`config.mk`:
```
export PLATFORM = sky130hd
export DESIGN_NAME = waveform_analyzer_flat
export DESIGN_NICKNAME = d
export VERILOG_FILES = /design/src/rtl/wave_pkg.sv /design/src/rtl/waveform_analyzer_if.sv /design/src/rtl/period_averager.sv /design/src/rtl/waveform_analyzer.sv /design/src/flat_wrapper.sv
export SDC_FILE = /design/constraint.sdc
export NUM_CORES = 1
export LEC_CHECK = 0
export ABC_AREA = 0
export ABC_CLOCK_PERIOD_IN_PS = 5080
export CORE_MARGIN = 2
export CORE_UTILIZATION = 57
export CTS_CLUSTER_DIAMETER = 30
export DETAILED_ROUTE_END_ITERATION = 16
export PLACE_DENSITY = 0.89
export SYNTH_ARGS = -nofsm -noshare
export SYNTH_HDL_FRONTEND = slang
export SYNTH_SLANG_ARGS = --single-unit
```
`constraint.sdc`:
```
create_clock -name clk -period 5.08 [get_ports clk]
set_clock_uncertainty 0.05 [all_clocks]
set_input_delay 1.016 -clock clk [delete_from_list [all_inputs] [get_ports clk]]
set_output_delay 1.016 -clock clk [all_outputs]
set_load 0.005 [all_outputs]
```
`src/rtl/wave_pkg.sv`:
```
// rtl/wave_pkg.sv - shared waveform constants and analyzer state encoding
package wave_pkg;
    localparam int WAVE_SAMPLE_W = 12;
    localparam int WAVE_MIDSCALE = 2048;
    localparam int WAVE_HYST     = 64;
    localparam int WAVE_PERIOD_W = 24;

    typedef enum logic [1:0] {
        ACQ_LO,
        ACQ_HI,
        HIGH,
        LOW
    } wave_state_e;
endpackage

```
`src/rtl/waveform_analyzer_if.sv`:
```
// rtl/waveform_analyzer_if.sv - sample stream in, period/peak measurements out
interface waveform_analyzer_if #(
    parameter int SAMPLE_W = wave_pkg::WAVE_SAMPLE_W,
    parameter int PERIOD_W = wave_pkg::WAVE_PERIOD_W
);
    logic [SAMPLE_W-1:0] sample_in;
    logic                sample_valid;
    logic [PERIOD_W-1:0] period;
    logic [SAMPLE_W-1:0] vmax;
    logic [SAMPLE_W-1:0] vmin;
    logic [SAMPLE_W-1:0] p2p;
    logic                meas_valid;
    logic                locked;
    logic                timeout;

    modport master (
        output sample_in, sample_valid,
        input  period, vmax, vmin, p2p, meas_valid, locked, timeout
    );

    modport slave (
        input  sample_in, sample_valid,
        output period, vmax, vmin, p2p, meas_valid, locked, timeout
    );
endinterface

```
`src/rtl/period_averager.sv`:
```
// rtl/period_averager.sv - mean of the last four raw periods, strobed once history is full
module period_averager #(
    parameter int PERIOD_W = 24
) (
    input  logic                clk,
    input  logic                rst,
    input  logic [PERIOD_W-1:0] raw_period_i,
    input  logic                raw_valid_i,
    input  logic                clear_i,
    output logic [PERIOD_W-1:0] avg_period_o,
    output logic                avg_valid_o,
    output logic                primed_o
);
    logic [PERIOD_W-1:0] hist_q [4];
    logic [PERIOD_W+1:0] sum_q;
    logic [PERIOD_W+1:0] sum_d;
    logic [2:0]          fill_q;
    logic [PERIOD_W-1:0] avg_q;
    logic                valid_q;

    // Running sum: add the newest period, drop the one falling out of the window.
    assign sum_d    = sum_q + {2'b00, raw_period_i} - {2'b00, hist_q[3]};
    assign primed_o = (fill_q >= 3'd3);

    always_ff @(posedge clk or posedge rst) begin
        if (rst) begin
            hist_q  <= '{default: '0};
            sum_q   <= '0;
            fill_q  <= '0;
            avg_q   <= '0;
            valid_q <= 1'b0;
        end else begin
            valid_q <= 1'b0;
            if (clear_i) begin
                hist_q <= '{default: '0};
                sum_q  <= '0;
                fill_q <= '0;
            end else if (raw_valid_i) begin
                hist_q[0] <= raw_period_i;
                hist_q[1] <= hist_q[0];
                hist_q[2] <= hist_q[1];
                hist_q[3] <= hist_q[2];
                sum_q     <= sum_d;
                if (fill_q != 3'd4) begin
                    fill_q <= fill_q + 3'd1;
                end
                if (primed_o) begin
                    avg_q   <= sum_d[PERIOD_W+1:2];
                    valid_q <= 1'b1;
                end
            end
        end
    end

    assign avg_period_o = avg_q;
    assign avg_valid_o  = valid_q;
endmodule

```
`src/rtl/waveform_analyzer.sv`:
```
// rtl/waveform_analyzer.sv - hysteretic period and peak measurement of a sample stream
// Optional WAVE_ANALYZER_AVG_EN: period reported as the mean of the last 4 raw periods.
module waveform_analyzer
    import wave_pkg::*;
#(
    parameter int SAMPLE_W = WAVE_SAMPLE_W,
    parameter int MIDSCALE = WAVE_MIDSCALE,
    parameter int HYST     = WAVE_HYST,
    parameter int PERIOD_W = WAVE_PERIOD_W
) (
    input  logic               clk,
    input  logic               rst,
    waveform_analyzer_if.slave bus
);
    localparam logic [SAMPLE_W-1:0] LO      = SAMPLE_W'(MIDSCALE - HYST);
    localparam logic [SAMPLE_W-1:0] HI      = SAMPLE_W'(MIDSCALE + HYST);
    localparam logic [PERIOD_W-1:0] CNT_MAX = {PERIOD_W{1'b1}};

    wave_state_e         state_q;
    logic [PERIOD_W-1:0] cnt_q, cnt_d, period_q;
    logic [SAMPLE_W-1:0] max_q, max_d, min_q, min_d;
    logic [SAMPLE_W-1:0] vmax_q, vmin_q, p2p_q;
    logic                meas_q, locked_q, timeout_q;
    logic                below, above;

    assign below = (bus.sample_in < LO);
    assign above = (bus.sample_in >= HI);

    always_comb begin
        cnt_d = cnt_q + 1'b1;
        max_d = (bus.sample_in > max_q) ? bus.sample_in : max_q;
        min_d = (bus.sample_in < min_q) ? bus.sample_in : min_q;
    end

    always_ff @(posedge clk or posedge rst) begin
        if (rst) begin
            state_q   <= ACQ_LO;
            cnt_q     <= '0;
            max_q     <= '0;
            min_q     <= '0;
            period_q  <= '0;
            vmax_q    <= '0;
            vmin_q    <= '0;
            p2p_q     <= '0;
            meas_q    <= 1'b0;
            locked_q  <= 1'b0;
            timeout_q <= 1'b0;
        end else begin
            meas_q    <= 1'b0;
            timeout_q <= 1'b0;
            if (bus.sample_valid) begin
                case (state_q)
                    ACQ_LO: begin
                        if (below) state_q <= ACQ_HI;
                    end
                    ACQ_HI: begin
                        if (above) begin
                            state_q <= HIGH;
                            cnt_q   <= PERIOD_W'(1);
                            max_q   <= bus.sample_in;
                            min_q   <= bus.sample_in;
                        end
                    end
                    HIGH, LOW: begin
                        // The crossing sample opens the next period, so it is excluded from the published one.
                        if (state_q == LOW && above) begin
                            period_q <= cnt_q;
                            vmax_q   <= max_q;
                            vmin_q   <= min_q;
                            p2p_q    <= max_q - min_q;
                            meas_q   <= 1'b1;
                            locked_q <= 1'b1;
                            state_q  <= HIGH;
                            cnt_q    <= PERIOD_W'(1);
                            max_q    <= bus.sample_in;
                            min_q    <= bus.sample_in;
                        end else if (cnt_q == CNT_MAX) begin
                            timeout_q <= 1'b1;
                            locked_q  <= 1'b0;
                            state_q   <= ACQ_LO;
                            cnt_q     <= '0;
                        end else begin
                            cnt_q <= cnt_d;
                            max_q <= max_d;
                            min_q <= min_d;
                            if (state_q == HIGH && below) state_q <= LOW;
                        end
                    end
                    default: state_q <= ACQ_LO;
                endcase
            end
        end
    end

`ifdef WAVE_ANALYZER_AVG_EN
    logic [PERIOD_W-1:0] avg_period;
    logic                avg_valid, avg_primed;
    logic [SAMPLE_W-1:0] vmax_o_q, vmin_o_q, p2p_o_q;
    logic                locked_o_q, timeout_o_q;

    period_averager #(.PERIOD_W(PERIOD_W)) u_avg (
        .clk          (clk),
        .rst          (rst),
        .raw_period_i (period_q),
        .raw_valid_i  (meas_q),
        .clear_i      (timeout_q),
        .avg_period_o (avg_period),
        .avg_valid_o  (avg_valid),
        .primed_o     (avg_primed)
    );

    // Second output stage keeps peaks, lock and timeout aligned with the averaged period.
    always_ff @(posedge clk or posedge rst) begin
        if (rst) begin
            vmax_o_q    <= '0;
            vmin_o_q    <= '0;
            p2p_o_q     <= '0;
            locked_o_q  <= 1'b0;
            timeout_o_q <= 1'b0;
        end else begin
            timeout_o_q <= timeout_q;
            if (timeout_q) begin
                locked_o_q <= 1'b0;
            end else if (meas_q && avg_primed) begin
                locked_o_q <= locked_q;
                vmax_o_q   <= vmax_q;
                vmin_o_q   <= vmin_q;
                p2p_o_q    <= p2p_q;
            end
        end
    end

    assign bus.period     = avg_period;
    assign bus.meas_valid = avg_valid;
    assign bus.vmax       = vmax_o_q;
    assign bus.vmin       = vmin_o_q;
    assign bus.p2p        = p2p_o_q;
    assign bus.locked     = locked_o_q;
    assign bus.timeout    = timeout_o_q;
`else
    assign bus.period     = period_q;
    assign bus.meas_valid = meas_q;
    assign bus.vmax       = vmax_q;
    assign bus.vmin       = vmin_q;
    assign bus.p2p        = p2p_q;
    assign bus.locked     = locked_q;
    assign bus.timeout    = timeout_q;
`endif
endmodule

```
`src/flat_wrapper.sv`:
```
// flat-port wrapper written by rule: the top's interface ports become plain ports
module waveform_analyzer_flat import wave_pkg::*;
#(
    parameter int SAMPLE_W = WAVE_SAMPLE_W,
    parameter int MIDSCALE = WAVE_MIDSCALE,
    parameter int HYST     = WAVE_HYST,
    parameter int PERIOD_W = WAVE_PERIOD_W
)
  (clk, rst, bus_sample_in, bus_sample_valid, bus_period, bus_vmax, bus_vmin, bus_p2p, bus_meas_valid, bus_locked, bus_timeout);
  waveform_analyzer_if #(.SAMPLE_W(SAMPLE_W), .PERIOD_W(PERIOD_W)) bus_i ();
  input  logic clk;
  input  logic rst;
  input wire logic [$bits(bus_i.sample_in)-1:0] bus_sample_in;
  input wire logic [$bits(bus_i.sample_valid)-1:0] bus_sample_valid;
  output wire logic [$bits(bus_i.period)-1:0] bus_period;
  output wire logic [$bits(bus_i.vmax)-1:0] bus_vmax;
  output wire logic [$bits(bus_i.vmin)-1:0] bus_vmin;
  output wire logic [$bits(bus_i.p2p)-1:0] bus_p2p;
  output wire logic [$bits(bus_i.meas_valid)-1:0] bus_meas_valid;
  output wire logic [$bits(bus_i.locked)-1:0] bus_locked;
  output wire logic [$bits(bus_i.timeout)-1:0] bus_timeout;
  assign bus_i.sample_in = bus_sample_in;
  assign bus_i.sample_valid = bus_sample_valid;
  assign bus_period = bus_i.period;
  assign bus_vmax = bus_i.vmax;
  assign bus_vmin = bus_i.vmin;
  assign bus_p2p = bus_i.p2p;
  assign bus_meas_valid = bus_i.meas_valid;
  assign bus_locked = bus_i.locked;
  assign bus_timeout = bus_i.timeout;
  waveform_analyzer #(.SAMPLE_W(SAMPLE_W), .MIDSCALE(MIDSCALE), .HYST(HYST), .PERIOD_W(PERIOD_W)) u_core (.clk(clk), .rst(rst), .bus(bus_i));
endmodule
```
==> results of run 1 <==
## cells in the mapped netlist, types with 12 or more instances
cell type,count,area share [%]
ha_1,35,6.7
nand3_1,24,1.8
o2111ai_1,13,1.7
inv_1,30,1.7
nor2_1,36,2.1
a32o_1,24,3.7
nand4_1,31,3.0
xor2_1,12,1.6
dfrtp_1,113,43
and2_1,13,1.2
buf_2,14,1.1
a21oi_1,18,1.4
a31oi_1,26,2.5
nand2_1,135,7.7
o211ai_1,29,3.3
xnor2_1,12,1.6
clkbuf_1,21,1.2
o21ai_0,35,2.7
## sequential cells by signal (all words and copies together) (netlist names), 2 cells and up
signal             count
u_core.bus.vmin       12
u_core.min_q          12
u_core.state_q         2
u_core.bus.p2p        12
u_core.max_q          12
u_core.bus.period     24
u_core.cnt_q          24
u_core.bus.vmax       12
## power groups by stage
| stage | Sequential [mW] | Combinational [mW] | Clock (mW) |
|---|---|---|---|
| CTS | 1.44 | 2.07 | 1.09 |
| global route | 1.48 | 2.31 | 1.13 |
| finish | 1.45 | 2.11 | 1.08 |
| detailed placement | 1.46 | 2.05 | 0 |
| floorplan | 1.39 | 1.37 | 0 |
| global placement | 1.43 | 1.98 | 0 |
## layout make-up
cell class / instances / area (sq um) / area share (%)
clock inverters: 6 / 58.8 / 0.746
inverters: 31 / 119 / 1.51
well taps: 143 / 179 / 2.27
clock buffers: 23 / 478 / 6.07
multi-input cells: 527 / 3360 / 42.6
repair buffers: 89 / 861 / 10.9
flip-flops and latches: 113 / 2830 / 35.9
## metal layers
metal | GRT usage, % | share of wire (%)
met2 | 44.5 | 46
met4 | 10.8 | 2.4
met3 | 7.55 | 9.4
met1 | 41.0 | 42
met5 | 0 | 0
## worst paths after layout
| path | start | end | slack, ps | cells after the start |
|---|---|---|---|---|
| min in group asynchronous | rst | u_core.bus.meas_valid | 1170 | 2 |
| hold reg to reg | u_core.bus.vmax[7] | u_core.bus.vmax[7] | 420 | 2 |
| setup / recovery | bus_sample_in[6] | u_core.cnt_q[11] | 1430 | 8 |
| setup reg to reg | u_core.cnt_q[0] | u_core.min_q[4] | 2280 | 6 |
| max in group asynchronous | rst | u_core.bus.vmax[3] | 2850 | 3 |
| hold / removal | u_core.bus.vmax[7] | u_core.bus.vmax[7] | 420 | 2 |
## stage by stage
stage	std cells	cell area, sq um
floorplan	718	6550
global placement	903	7340
detailed placement	903	7340
CTS	932	7880
global route	932	7880
finish	932	7880
## critical path, stage by stage
cell	delay, ps
clkdlybuf4s50_1	550
or3_4	480
o211a_1	580
nor2b_2	220
buf_4	450
a21oi_2	180
buf_4	270
nor2_1	160
## logic make-up after synthesis
family / after synthesis
XOR/XNOR: 24
buffers and inverters: 78
AO/OA/AOI/OAI: 181
AND/OR/NAND/NOR: 286
flip-flops: 113
adder cells (fa/ha/maj): 36
==> flow_metrics.env, run 1 <==
export IMPL_postCtsHoldBufs=0
export IMPL_min_period_over_period_pct=71.8
export IMPL_netlist_instances=718
export IMPL_top_library_cells_by_usage_in_the_layout_fill_and_taps_aside="nand2_1, dfrtp_1, clkdlybuf4s50_1"
export IMPL_dieHeight_microns=111
export IMPL_core_area_sq_um=11300
export IMPL_internal_power_mw=2.79
export IMPL_numClockSinks=113
export IMPL_yosysSeqAreaShare_pct=43.2
export IMPL_gr_usage_all_layers_pct=29.4
export IMPL_max_freq_ghz=0.274
export IMPL_synthFlopType="dfrtp_1"
export IMPL_clkPwrFrac_pct=23.4
export IMPL_mappedNetlistArea_sq_um=6550
export IMPL_grt_first_pass_wirelength_microns=29300
export IMPL_synth_warning_count=0
export IMPL_synth_compound_area_share_pct=19.9
export IMPL_yosys_cell_types_count=53
export IMPL_final_core_utilization_pct=69.6
export IMPL_preCtsSetupSlack_ps=1120
export IMPL_synth_fp_nets=769
export IMPL_period_needed_ps=3650
export IMPL_fin_nets=830
export IMPL_globalRoute_totalOverflow=0
export IMPL_endpoint_kind="flip-flop"
export IMPL_cts_made_buffers=17
export IMPL_post_cts_buffers=0
export IMPL_worst_path_max_fanout=51
export IMPL_max_cap_violations=0
export IMPL_routabilityCongestion=0.939
export IMPL_num_vias=6001
export IMPL_path_class="in2reg"
export IMPL_critical_path_startpoint_type="input port"
export IMPL_detailedRoute_firstIterationViolations=779
export IMPL_synthXorXnorAreaFrac_pct=3.21
export IMPL_ir_drop_v=0.000294
export IMPL_switching_power_mw=1.85
export IMPL_synth_edf_count=0
export IMPL_clock_insertion_delay_worst_skew_ps=410
export IMPL_holdCritPathClass="reg2reg"
export IMPL_floorplan_initialDensity_pct=57.8
export IMPL_timing_final_ws_setup_ps=1430
export IMPL_detail_route_drc_violations=0
export IMPL_leading_cell_type_in_the_layout_fill_and_taps_excluded="nand2_1"
export IMPL_synth_adder_area_share_pct=6.99
export IMPL_clk_pin_slew_worst_paths_ps=50
export IMPL_num_rows=39
export IMPL_io_pin_count=78
export IMPL_cts_repair_resized=0
export IMPL_synth_seq_cells=113
export IMPL_syn_mean_instance_area_sq_um=9.12
export IMPL_relSlewSlack_pct=18.7
export IMPL_hold_viol_final=0
export IMPL_number_of_pins_with_negative_max_slew_slack_in_the_final_report=0
export IMPL_worst_slew_pin_transition_ps=1220
export IMPL_routedWlPerCell_microns=19.1
export IMPL_crit_required_ps=5360
export IMPL_route_antenna_remaining_nets=0
export IMPL_antenna_found_initial=0
export IMPL_arrival_ps=3930
export IMPL_hpwl_microns=12300
export IMPL_cts_root_buf="clkbuf_16"
export IMPL_power_per_cell_area_nw_per_um2=589
export IMPL_tritoncts="built"
export IMPL_io_buffer_count=77
export IMPL_drt_total_wl_microns=17800
export IMPL_synth_simple_area_share_pct=21.0
export IMPL_synth_mux_area_fraction_pct=0
export IMPL_die_width_microns=111
export IMPL_antenna_cells=0
export IMPL_first_pass_iters=6
export IMPL_grt_setup_unrepaired="false"
export IMPL_main_combinational_cell_family_by_area_after_synthesis="simple AND/OR/NAND/NOR gates"
export IMPL_first_global_vias=5859
export IMPL_via_to_cell_ratio=6.44
export IMPL_max_buffers_root_to_sink=2
export IMPL_combinationalPowerShare_pct=45.3
export IMPL_finalSetupViolations=0
export IMPL_design_die_area_sq_um=12400
export IMPL_seq_power_share_pct=31.3
export IMPL_swShare_pct=39.9
export IMPL_post_route_cells_drive_above_1_share_pct=6.08
export IMPL_cts_htree_levels=4
export IMPL_grt_max_degree=88
export IMPL_async_flop_share_pct=100
export IMPL_syn_to_final_growth_pct=20.4
export IMPL_outcome="complete, no violations"
export IMPL_fin_setup_tns_ps=0
export IMPL_power_static_leakage_nw=3.54
export IMPL_post_layout_total_power_mw=4.64
export IMPL_final_hold_worst_slack_ps=424
export IMPL_fillCellCount=873
Power figures use the tool's default switching activity.
==> run 2, diff against run 1 <==
- ABC_CLOCK_PERIOD_IN_PS: 5080 -> 3200
- CORE_UTILIZATION: 57 -> 51
- PLACE_DENSITY: 0.89 -> 0.85
- clock period: 5.08 -> 3.2 ns (I/O delays scaled with it)
==> flow_metrics.env, run 2 (synthesis results as in run 1) <==
export IMPL_slowest_delay_ps=780
export IMPL_worst_slew_pin_transition_ps=1070
export IMPL_first_global_vias=5886
export IMPL_cts_repair_resized=0
export IMPL_outcome="complete, no violations"
export IMPL_critical_path_startpoint_type="input port"
export IMPL_timing_final_ws_setup_ps=480
export IMPL_crit_required_ps=3500
export IMPL_detail_route_drc_violations=0
export IMPL_critical_path_cell_chain="clkdlybuf4s50_1, ha_1, nand4_1, nor3_1, a21oi_1, o211ai_1, nand3_1"
export IMPL_power_per_cell_area_nw_per_um2=938
export IMPL_design_die_area_sq_um=13800
export IMPL_detailedRoute_firstIterationViolations=741
export IMPL_route_antenna_remaining_nets=0
export IMPL_via_to_cell_ratio=6.33
export IMPL_io_pin_count=78
export IMPL_max_cap_violations=0
export IMPL_clk_pin_slew_worst_paths_ps=50
export IMPL_timing_critical_path_max_delay_family="compound AO/OA/AOI/OAI gates"
export IMPL_clkPwrFrac_pct=25.7
export IMPL_placed_cells_incl_taps=946
export IMPL_final_core_utilization_pct=64.8
export IMPL_max_freq_ghz=0.368
export IMPL_power_static_leakage_nw=3.65
export IMPL_critPathLaunch="bus_sample_in[6]"
export IMPL_max_buffers_root_to_sink=2
export IMPL_syn_to_final_growth_pct=24.3
export IMPL_regToRegStartpoint="u_core.cnt_q[0]"
export IMPL_globalRoute_totalOverflow=0
export IMPL_hold_viol_final=0
export IMPL_antenna_cells=0
export IMPL_fin_nets=844
export IMPL_preCtsSetupSlack_ps=176
export IMPL_io_buffer_count=77
export IMPL_drt_total_wl_microns=18000
export IMPL_min_period_over_period_pct=85.0
export IMPL_antenna_found_initial=0
export IMPL_clock_insertion_delay_worst_skew_ps=420
export IMPL_dieHeight_microns=117
export IMPL_worst_path_max_fanout=12
export IMPL_number_of_pins_with_negative_max_slew_slack_in_the_final_report=0
export IMPL_grt_setup_unrepaired="false"
export IMPL_num_vias=6193
export IMPL_leading_cell_type_in_the_layout_fill_and_taps_excluded="nand2_1"
export IMPL_total_number_of_cells_along_the_worst_setup_path=7
export IMPL_numClockSinks=113
export IMPL_regToRegEndpoint="u_core.cnt_q[14]"
export IMPL_fin_cells=978
export IMPL_routedWlPerCell_microns=18.5
export IMPL_relSlewSlack_pct=28.8
export IMPL_period_needed_ps=2720
export IMPL_postCtsHoldBufs=0
export IMPL_critical_path_slowest_cell="a21oi_1"
export IMPL_post_route_cells_drive_above_1_share_pct=8.31
export IMPL_internal_power_mw=4.67
export IMPL_arrival_ps=3020
export IMPL_path_class="in2reg"
export IMPL_cts_htree_levels=4
export IMPL_worst_r2r_cell_count=6
export IMPL_top_library_cells_by_usage_in_the_layout_fill_and_taps_aside="nand2_1, dfrtp_1, clkdlybuf4s50_1"
export IMPL_tritoncts="built"
export IMPL_fillCellCount=939
export IMPL_cts_root_buf="clkbuf_16"
export IMPL_first_pass_iters=6
export IMPL_cts_made_buffers=17
export IMPL_routabilityCongestion=0.938
export IMPL_grt_first_pass_wirelength_microns=29700
export IMPL_cell_count_of_the_worst_hold_path=2
export IMPL_core_area_sq_um=12600
export IMPL_ir_drop_v=0.000617
export IMPL_seq_power_share_pct=30.0
export IMPL_endpoint_kind="flip-flop"
export IMPL_hpwl_microns=12500
export IMPL_post_cts_buffers=0
export IMPL_ff2ff_setup_slack_ps=560
export IMPL_grt_max_degree=51
export IMPL_switching_power_mw=2.97
export IMPL_floorplan_initialDensity_pct=52.1
export IMPL_finalSetupViolations=0
export IMPL_num_rows=41
export IMPL_crit_end="u_core.max_q[7]"
export IMPL_swShare_pct=38.8
export IMPL_die_width_microns=117
export IMPL_path_buf_inv=1
export IMPL_fin_setup_tns_ps=0
export IMPL_gr_usage_all_layers_pct=26.5
export IMPL_holdCritPathClass="reg2reg"
export IMPL_combinationalPowerShare_pct=44.3
run 2: cell types whose count changed in the layout (fill, tap and decap cells not counted), sizes merged:
cell      previous run  this run
buf                 12        26
bufinv               1         3
clkinvlp             0         2
clkbuf              23        22
clkinv               5         6
inv                 31        30
run 2: power by group through the flow:
stage	clock network, mW	logic [mW]	registers [mW]
floorplan	0	2.17	2.20
global placement	0	3.11	2.27
detailed placement	0	3.26	2.30
CTS	1.96	3.32	2.28
global route	2.03	3.73	2.34
finish	1.96	3.38	2.29
run 2: final cells by class:
cell class / instances / area (sq um) / area share (%)
clock inverters: 10 / 131 / 1.61
clock buffers: 22 / 484 / 5.95
inverters: 31 / 120 / 1.48
flip-flops and latches: 113 / 2830 / 34.7
repair buffers: 103 / 1000 / 12.3
multi-input cells: 527 / 3360 / 41.2
well taps: 172 / 215 / 2.64
run 2: worst min path at each step:
stage,to,start
floorplan,u_core.bus.locked,u_core.bus.locked
detailed placement,u_core.bus.period[7],u_core.bus.period[7]
CTS,u_core.bus.period[13],u_core.bus.period[13]
global route,u_core.bus.vmin[8],u_core.bus.vmin[8]
global placement,u_core.bus.period[11],u_core.bus.period[11]
finish,u_core.bus.locked,u_core.bus.locked
run 2: routing by layer:
metal	vias up	GRT usage, %	share of wire, %
met5	-	0	0
met4	0	10.8	2.4
met3	45	5.06	9.5
met2	346	41.4	47
met1	3017	36.4	41
li1	2785	-	-
run 2: worst reg2reg max path, delay by kind of cell (launching register included):
kind                       cells  cell delay, ps
and+or+nand+nor                4             930
AOI/OAI and AO/OA              1             840
DFF                            1             420
adders and majority gates      1             230
run 2: stage by stage:
stage | cell area (sq um) | hold slack (ps) | power (mW)
6_report | 8140 | 423 | 7.64
5_1_grt | 8140 | 446 | 8.10
4_1_cts | 8140 | 426 | 7.55
3_5_place_dp | 7520 | 411 | 5.56
3_3_place_gp | 7520 | 409 | 5.38
2_1_floorplan | 6550 | 420 | 4.37
